## config.mk

```make
export PLATFORM = sky130hd
export DESIGN_NAME = id_operand_stage
export DESIGN_NICKNAME = d
export VERILOG_FILES = /design/src/rtl/id_operand_stage.sv
export SDC_FILE = /design/constraint.sdc
export NUM_CORES = 1
export LEC_CHECK = 0
export ABC_AREA = 1
export BUFFER_PORTS_ARGS = -buffer_cell sky130_fd_sc_hd__buf_4
export CAP_MARGIN = 0
export CORE_MARGIN = 5
export CORE_UTILIZATION = 44
export CTS_BUF_LIST = sky130_fd_sc_hd__clkbuf_8 sky130_fd_sc_hd__clkbuf_16
export DETAILED_ROUTE_END_ITERATION = 8
export MAX_ROUTING_LAYER = met4
export PLACE_DENSITY = 0.78
export SYNTH_ARGS = -nofsm -noshare
export SYNTH_HDL_FRONTEND = slang
export SYNTH_SLANG_ARGS = --single-unit
```

## constraint.sdc

```tcl
create_clock -name clk -period 1.4 [get_ports clk]
set_input_delay 0.14 -clock clk [delete_from_list [all_inputs] [get_ports clk]]
set_output_delay 0.14 -clock clk [all_outputs]
set_load 0.005 [all_outputs]
```

## src/rtl/id_operand_stage.sv

```systemverilog
// Decode-side operand stage: priority forwarding, load-use interlock and the ID/EX latch.
// Optional feature: define ID_STALL_CNT_EN to add the saturating load-use stall counter (stall_cnt_o).
module id_operand_stage #(
    parameter int DATA_W  = 32,
    parameter int ADDR_W  = 5,
    parameter int NUM_RD  = 2,
    parameter int NUM_FWD = 2,
    parameter int CNT_W   = 16
) (
    input  logic                      clk,
    input  logic                      rst,
    input  logic                      in_valid_i,
    output logic                      in_ready_o,
    input  logic [NUM_RD-1:0]         rd_en_i,
    input  logic [NUM_RD*ADDR_W-1:0]  rd_addr_i,
    input  logic [NUM_RD*DATA_W-1:0]  rf_data_i,
    input  logic [DATA_W-1:0]         imm_i,
    input  logic [NUM_FWD-1:0]        fwd_we_i,
    input  logic [NUM_FWD*ADDR_W-1:0] fwd_wd_i,
    input  logic [NUM_FWD*DATA_W-1:0] fwd_wdata_i,
    input  logic                      fwd_load_i,
    input  logic                      flush_i,
    output logic                      out_valid_o,
    input  logic                      out_ready_i,
    output logic [NUM_RD*DATA_W-1:0]  op_o,
    output logic                      stall_o
`ifdef ID_STALL_CNT_EN
    ,
    output logic [CNT_W-1:0]          stall_cnt_o
`endif
);

    typedef enum logic {RUN, LU_STALL} state_t;

    state_t                     state;
    logic [NUM_RD*DATA_W-1:0]   op_next;
    logic [ADDR_W-1:0]          src_addr;
    logic [DATA_W-1:0]          src_data;
    logic                       hazard;
    logic                       adv;

    // Operand select: walking from the oldest source down lets the youngest match win.
    always_comb begin
        // NOTE: every always_comb output gets a default first so no latch is inferred.
        op_next  = '0;
        src_addr = '0;
        src_data = '0;
        hazard   = 1'b0;
        for (int p = 0; p < NUM_RD; p++) begin
            src_addr = rd_addr_i[p*ADDR_W +: ADDR_W];
            src_data = rf_data_i[p*DATA_W +: DATA_W];
            for (int k = NUM_FWD - 1; k >= 0; k--) begin
                if (fwd_we_i[k] && (fwd_wd_i[k*ADDR_W +: ADDR_W] == src_addr))
                    src_data = fwd_wdata_i[k*DATA_W +: DATA_W];
            end
            if (src_addr == '0)
                src_data = '0;
            if (!rd_en_i[p])
                src_data = imm_i;
            op_next[p*DATA_W +: DATA_W] = src_data;

            // A load in EX has no data yet, so any real read of its destination must wait.
            if (rd_en_i[p] && (src_addr != '0) && (src_addr == fwd_wd_i[0 +: ADDR_W]))
                hazard = in_valid_i & fwd_load_i & fwd_we_i[0];
        end
    end

    assign adv        = !out_valid_o || out_ready_i;
    assign in_ready_o = adv && !hazard && !flush_i;

    always_ff @(posedge clk) begin
        // NOTE: sequential state uses non-blocking assignments so all flops update together.
        if (rst) begin
            out_valid_o <= 1'b0;
            op_o        <= '0;
        end else if (flush_i) begin
            out_valid_o <= 1'b0;
        end else if (adv) begin
            if (hazard) begin
                out_valid_o <= 1'b0;
            end else begin
                out_valid_o <= in_valid_i;
                if (in_valid_i)
                    op_o <= op_next;
            end
        end
    end

    // Interlock FSM; stall_o is registered alongside the state it mirrors.
    always_ff @(posedge clk) begin
        if (rst) begin
            state   <= RUN;
            stall_o <= 1'b0;
        end else begin
            case (state)
                RUN: begin
                    if (!flush_i && hazard && adv) begin
                        state   <= LU_STALL;
                        stall_o <= 1'b1;
                    end
                end
                LU_STALL: begin
                    if (flush_i || !hazard) begin
                        state   <= RUN;
                        stall_o <= 1'b0;
                    end
                end
                default: begin
                    state   <= RUN;
                    stall_o <= 1'b0;
                end
            endcase
        end
    end

`ifdef ID_STALL_CNT_EN
    always_ff @(posedge clk) begin
        if (rst)
            stall_cnt_o <= '0;
        else if ((state == LU_STALL) && (stall_cnt_o != '1))
            stall_cnt_o <= stall_cnt_o + 1'b1;
    end
`endif

endmodule
```

# == After elaboration in Yosys (flattened, before gate mapping) ==
# Cells that the tools add are included.
# classes
eq_ne,8
n_mux,17
bitwise_logic,5
n_reduce_logical,24
# op_table
op,count
32-bit two-way mux,8
5-bit equality test,6
1-bit logical AND,12
5-bit logical NOT,2
5-bit nonzero test,2
1-bit two-way mux,7
1-bit case mux with 2 select lines,2
4-bit AND reduction,1
1-bit logical NOT,3
1-bit inverter,3
1-bit bitwise AND,2
1-bit logical OR,2
"2-bit by 1-bit != test with 1-bit output, second input constant",1
"2-bit != test, second input constant",1
2-bit AND reduction,1
2-bit OR reduction,1
# totals
register_bits,67
out_inout_bits,67
word_cells,58

# == Longest topological paths before layout ==
# logic_depth
ltp_word,9
depth_mapped,14
depth_no_buf,12

# == Worst setup path before layout ==
# Ideal clock, no wire load.
# synth_path
path_kind,input-to-reg
start,input port fwd_wd_i[2]
end,register op_o[1]
setup_time_ns,0.113
t_arrival_ns,1.242
required_time_ns,1.287
path_slack_ns,0.045
path_stages,12
path_buffers,2
path_cell_list,xnor2_1 -> nand2_1 -> nor2_2 -> nand2_1 -> nand2_2 -> nand2_2 -> nand3_2 -> buf_6 -> buf_6 -> nand2_1 -> nand2_1 -> nor2_1
# synth_via
elab_chain_len,6
# synth_rtl
element,line_no,text
"start, declared",19,"input logic [NUM_FWD*ADDR_W-1:0] fwd_wd_i,"
5-bit equality test,"53, 63",
1-bit logical AND,63,if (rd_en_i[p] && (src_addr != '0) && (src_addr == fwd_wd_i[0 +: ADDR_W]))
1-bit two-way mux (2 in a row),63,
1-bit inverter (no source line),n/a,
4-bit AND reduction (no source line),n/a,
"end signal, assigned",84,op_o <= op_next;
"end, declared",25,"output logic [NUM_RD*DATA_W-1:0] op_o,"
# Several ways; a longest one is shown, not always the timed one.
# A chain may end at the register's enable or synchronous reset.

# == Worst setup path in the final report ==
# layout_path
start,register out_valid_o
end,output port in_ready_o
# layout_via
elab_chain_len,4
# layout_rtl
element,line_no,text
"start, declared",23,"output logic out_valid_o,"
"start signal, assigned",82,out_valid_o <= in_valid_i;
1-bit logical NOT,68,assign adv = !out_valid_o || out_ready_i;
1-bit logical OR,68,
1-bit logical AND (2 in a row),69,assign in_ready_o = adv && !hazard && !flush_i;
"end, declared",13,"output logic in_ready_o,"
# No other way between the ends.

==> summary.txt <==
Worst setup path
  • Max FO, Critical Path: 2
  • Worst Setup Start Kind: register
  • FF-to-FF path depth: 8
  • Nature of the critical path endpoint: output pin
  • Cells along the critical path: inv_2 > nor2_2 > nor2_1 > buf_4 > inv_2 > a21oi_2 > buf_4
  • Slowest-stage cell, CP: dfxtp_2
  • Setup CP Type: register to output pin
  • Crit path required time: 1.26 ns
  • Worst endpoint data arrival time: 1.23 ns
  • Critical Path Max Stage Delay: 0.32 ns

Timing
  • Final setup violation count: 0
  • Max Fclk: 732 MHz
  • Slew headroom: 72.2%
  • Max-slew violation count: 0
  • Worst slew pin tran: 0.417 ns
  • Final hold vios: 0
  • Min Tclk post-route: 1.37 ns
  • Setup TNS: 0 ns
  • RSZ-0062 raised after global routing: yes
  • Fin Clk Skew: 0.00333 ns
  • Final worst-path cycle share: 97.6%

Clock network
  • # clock sinks: 67
  • Cts bufs inserted: 9
  • CTS tree: built
  • Clock latency at the later pin of the worst-skew pair: 0.33 ns
  • Root buf cell: clkbuf_16
  • Max clock buf depth: 2
  • Clk slew on worst S/H paths: 0.05 ns
  • Total number of H-tree levels: 3

Power and ir drop
  • Switching part of the total: 30.0%
  • Worst VDD drop: 0.000564 V
  • Sequential share of power: 32.0%
  • Clock power frac: 37.5%
  • Pwr dens: 777 nW/µm²
  • NetSw: 0.00200 W
  • Lkg Pwr: 5.29 nW
  • Int Power: 0.00465 W
  • Logic pwr share: 30.5%

Place
  • Post-DP Area: 8180 µm²
  • Gp weighted congestion: 0.932
  • DP HPWL: 17.7 mm
  • Input/output buffers: 256

Floorplanning
  • Placement Rows: 42
  • Die area: 16000 µm²
  • Initial Util: 45.0%
  • Die height: 127 µm
  • CORE AREA: 13300 µm²
  • Die X-Extent: 127 µm
  • Top-level port count: 257

Logic synthesis
  • Synth Area in Adders: 0%
  • Post-Syn Area: 5990 µm²
  • Post-synthesis simple-gate area fraction: 58.0%
  • Mux contribution to synthesized area: 0%
  • Synth Instances: 1184
  • Syn_nets: 1374
  • Syn Area/Cell: 5.06 µm²
  • Post-synthesis xor/xnor area fraction: 0.878%
  • Seq/Total Area, Yosys: 22.4%
  • Yosys reg bits: 67
  • Synth warnings: 0
  • Synth Area in Compound Gates: 0.710%
  • Yosys cell types: 26
  • Main combinational cell family by area after synthesis: simple AND/OR/NAND/NOR gates

Global route
  • First-pass GRT wire length: 35.9 mm
  • Number of global-route vias before repair: 7251
  • Initial antenna violation count: 0
  • Maximum number of pins on one net before global-route repair: 66
  • Total track usage: 28.3%
  • GRT overflow: 0

Drt
  • Final WL: 23.0 mm
  • Routed Antenna Nets: 0
  • Initial drt markers: 771
  • DR pass1 iterations: 6
  • Wirelength per Cell: 14.3 µm
  • Vias per inst: 4.91
  • Residual DRC: 0
  • Via Count: 7883

Final layout
  • Design area: 8560 µm²
  • Fillers: 1355
  • Fin nets: 1615
  • Ant diodes: 0
  • Area Growth Syn to Fin: 42.9%
  • Share of cells above drive strength 1: 23.6%

Job
  • Max Cap Viol: 0

Worst hold path
  • Hold Path Stages: 5
  • Tightest Hold Check Type: primary input to register

Outcome
  • Run status: finished, final reports clean
[kinds of logic (layout without fill, tap and decap cells)]
group / Yosys count / count (layout)
flops: 67 / 67
buf+inv: 257 / 503
simple gates: 846 / 846
xor+xnor: 6 / 6
compound gates: 8 / 8
[final cells by class]
type	count	area, µm²	share of cell area (%)
well taps	176	220	2.57
multi-input cells	860	3610	42.2
clock inverters	5	76.3	0.892
repair buffers	301	2360	27.6
inverters	186	698	8.16
flip-flops and latches	67	1340	15.7
clock buffers	11	253	2.95
[per-stage QoR]
step / setup slack, ns / std cells / hold slack (ns) / total power [W] / utilization, %
after floorplan: 0.0448 / 1184 / 0.217 / 0.00316 / -
after global placement: -0.147 / 1587 / 0.335 / 0.00413 / 61.5
after detailed placement: -0.202 / 1587 / 0.337 / 0.00415 / 61.5
after CTS: 0.0114 / 1605 / 0.127 / 0.00668 / 64.2
after global routing: -0.0522 / 1606 / 0.158 / 0.00703 / 64.4
final: 0.0336 / 1606 / 0.138 / 0.00665 / 64.4
[layer usage]
layer  GRT usage (%)  routed length (µm)  vias to the layer above
met2            45.3               10700                      456
met4            8.26                 474                        0
met5               -                   0                        -
met3            5.67                2610                       37
met1            36.2                9210                     3383
li1                -                   -                     4007
[cells in the mapped netlist]
cell type    n  area [µm²]
nand4_1      1        6.26
o21ai_1      3        15.0
nand3_1    198         991
buf_1       16        60.1
nor2_2       3        18.8
buf_4        1        7.51
a21oi_1      2        10.0
buf_6       13         146
nand2_1    494        1850
nand3_2      1        10.0
inv_1      178         668
o21bai_1     1        7.51
inv_2        8        30.0
nor3_1       2        10.0
clkbuf_1    29         109
nor3_2       2        20.0
nand3b_1     1        7.51
xnor2_1      6        52.6
o21ai_0      2        10.0
and3_1       1        6.26
and2_1       1        6.26
nor2_1     139         522
nand2_2      2        12.5
buf_2       12        60.1
dfxtp_1     67        1340
nor4_1       1        6.26
[final timing paths]
kind,slack [ns],from,end
worst max-delay path,0.03,out_valid_o,in_ready_o
worst min-delay path,0.14,imm_i[25],op_o[57]
worst max register to register,0.07,out_valid_o,op_o[30]
worst min register to register,0.51,op_o[31],op_o[31]
[state kept, by name (all words and copies together), names as in the netlist]
signal,cells
op_o,64
state,1
stall_o,1
out_valid_o,1
[worst max-delay path, delay by kind of cell, from the launching register on]
kind	cells	cell delay (ns)
compound gates	1	0.10
simple gates	2	0.12
buf+inv	4	0.38
flops	1	0.32
[cells in the final DEF, fill, tap and decap left out]
master         count
nand2_1          493
buf_4            290
nand3_1          197
inv_1            176
nor2_1           138
dfxtp_1           66
inv_2             11
clkbuf_16          9
buf_12             7
xnor2_1            6
o21ai_1            3
nand2_2            3
nor2_4             2
nor2_2             2
nor3_4             2
o21ai_0            2
nor3_1             2
bufinv_16          2
clkbuf_8           2
dlygate4sd3_1      2
buf_6              2
nand3b_1           1
nand3_2            1
and3_1             1
a21oi_2            1
nand3_4            1
and2_1             1
a21oi_1            1
nand4_1            1
o21bai_1           1
nor4_1             1
clkinvlp_4         1
clkinv_2           1
dfxtp_2            1
[power groups by stage]
| stage | clock network (W) | registers [W] | logic (W) |
|---|---|---|---|
| after floorplan | 0 | 0.00216 | 0.00100 |
| after global placement | 0 | 0.00216 | 0.00197 |
| after detailed placement | 0 | 0.00216 | 0.00199 |
| after CTS | 0.00255 | 0.00212 | 0.00200 |
| after global routing | 0.00264 | 0.00214 | 0.00225 |
| final | 0.00249 | 0.00213 | 0.00203 |
[timing repair]
action / CTS / global route
gates resized for setup: 4 / 5
hold endpoints to repair: 2 / 0
pin swaps: 0 / 1
cloned: 0 / 0
hold buffers: 2 / 0
setup endpoints to repair: 1 / 34
buffers inserted: 0 / 1
(Power assumes the default switching activity.)
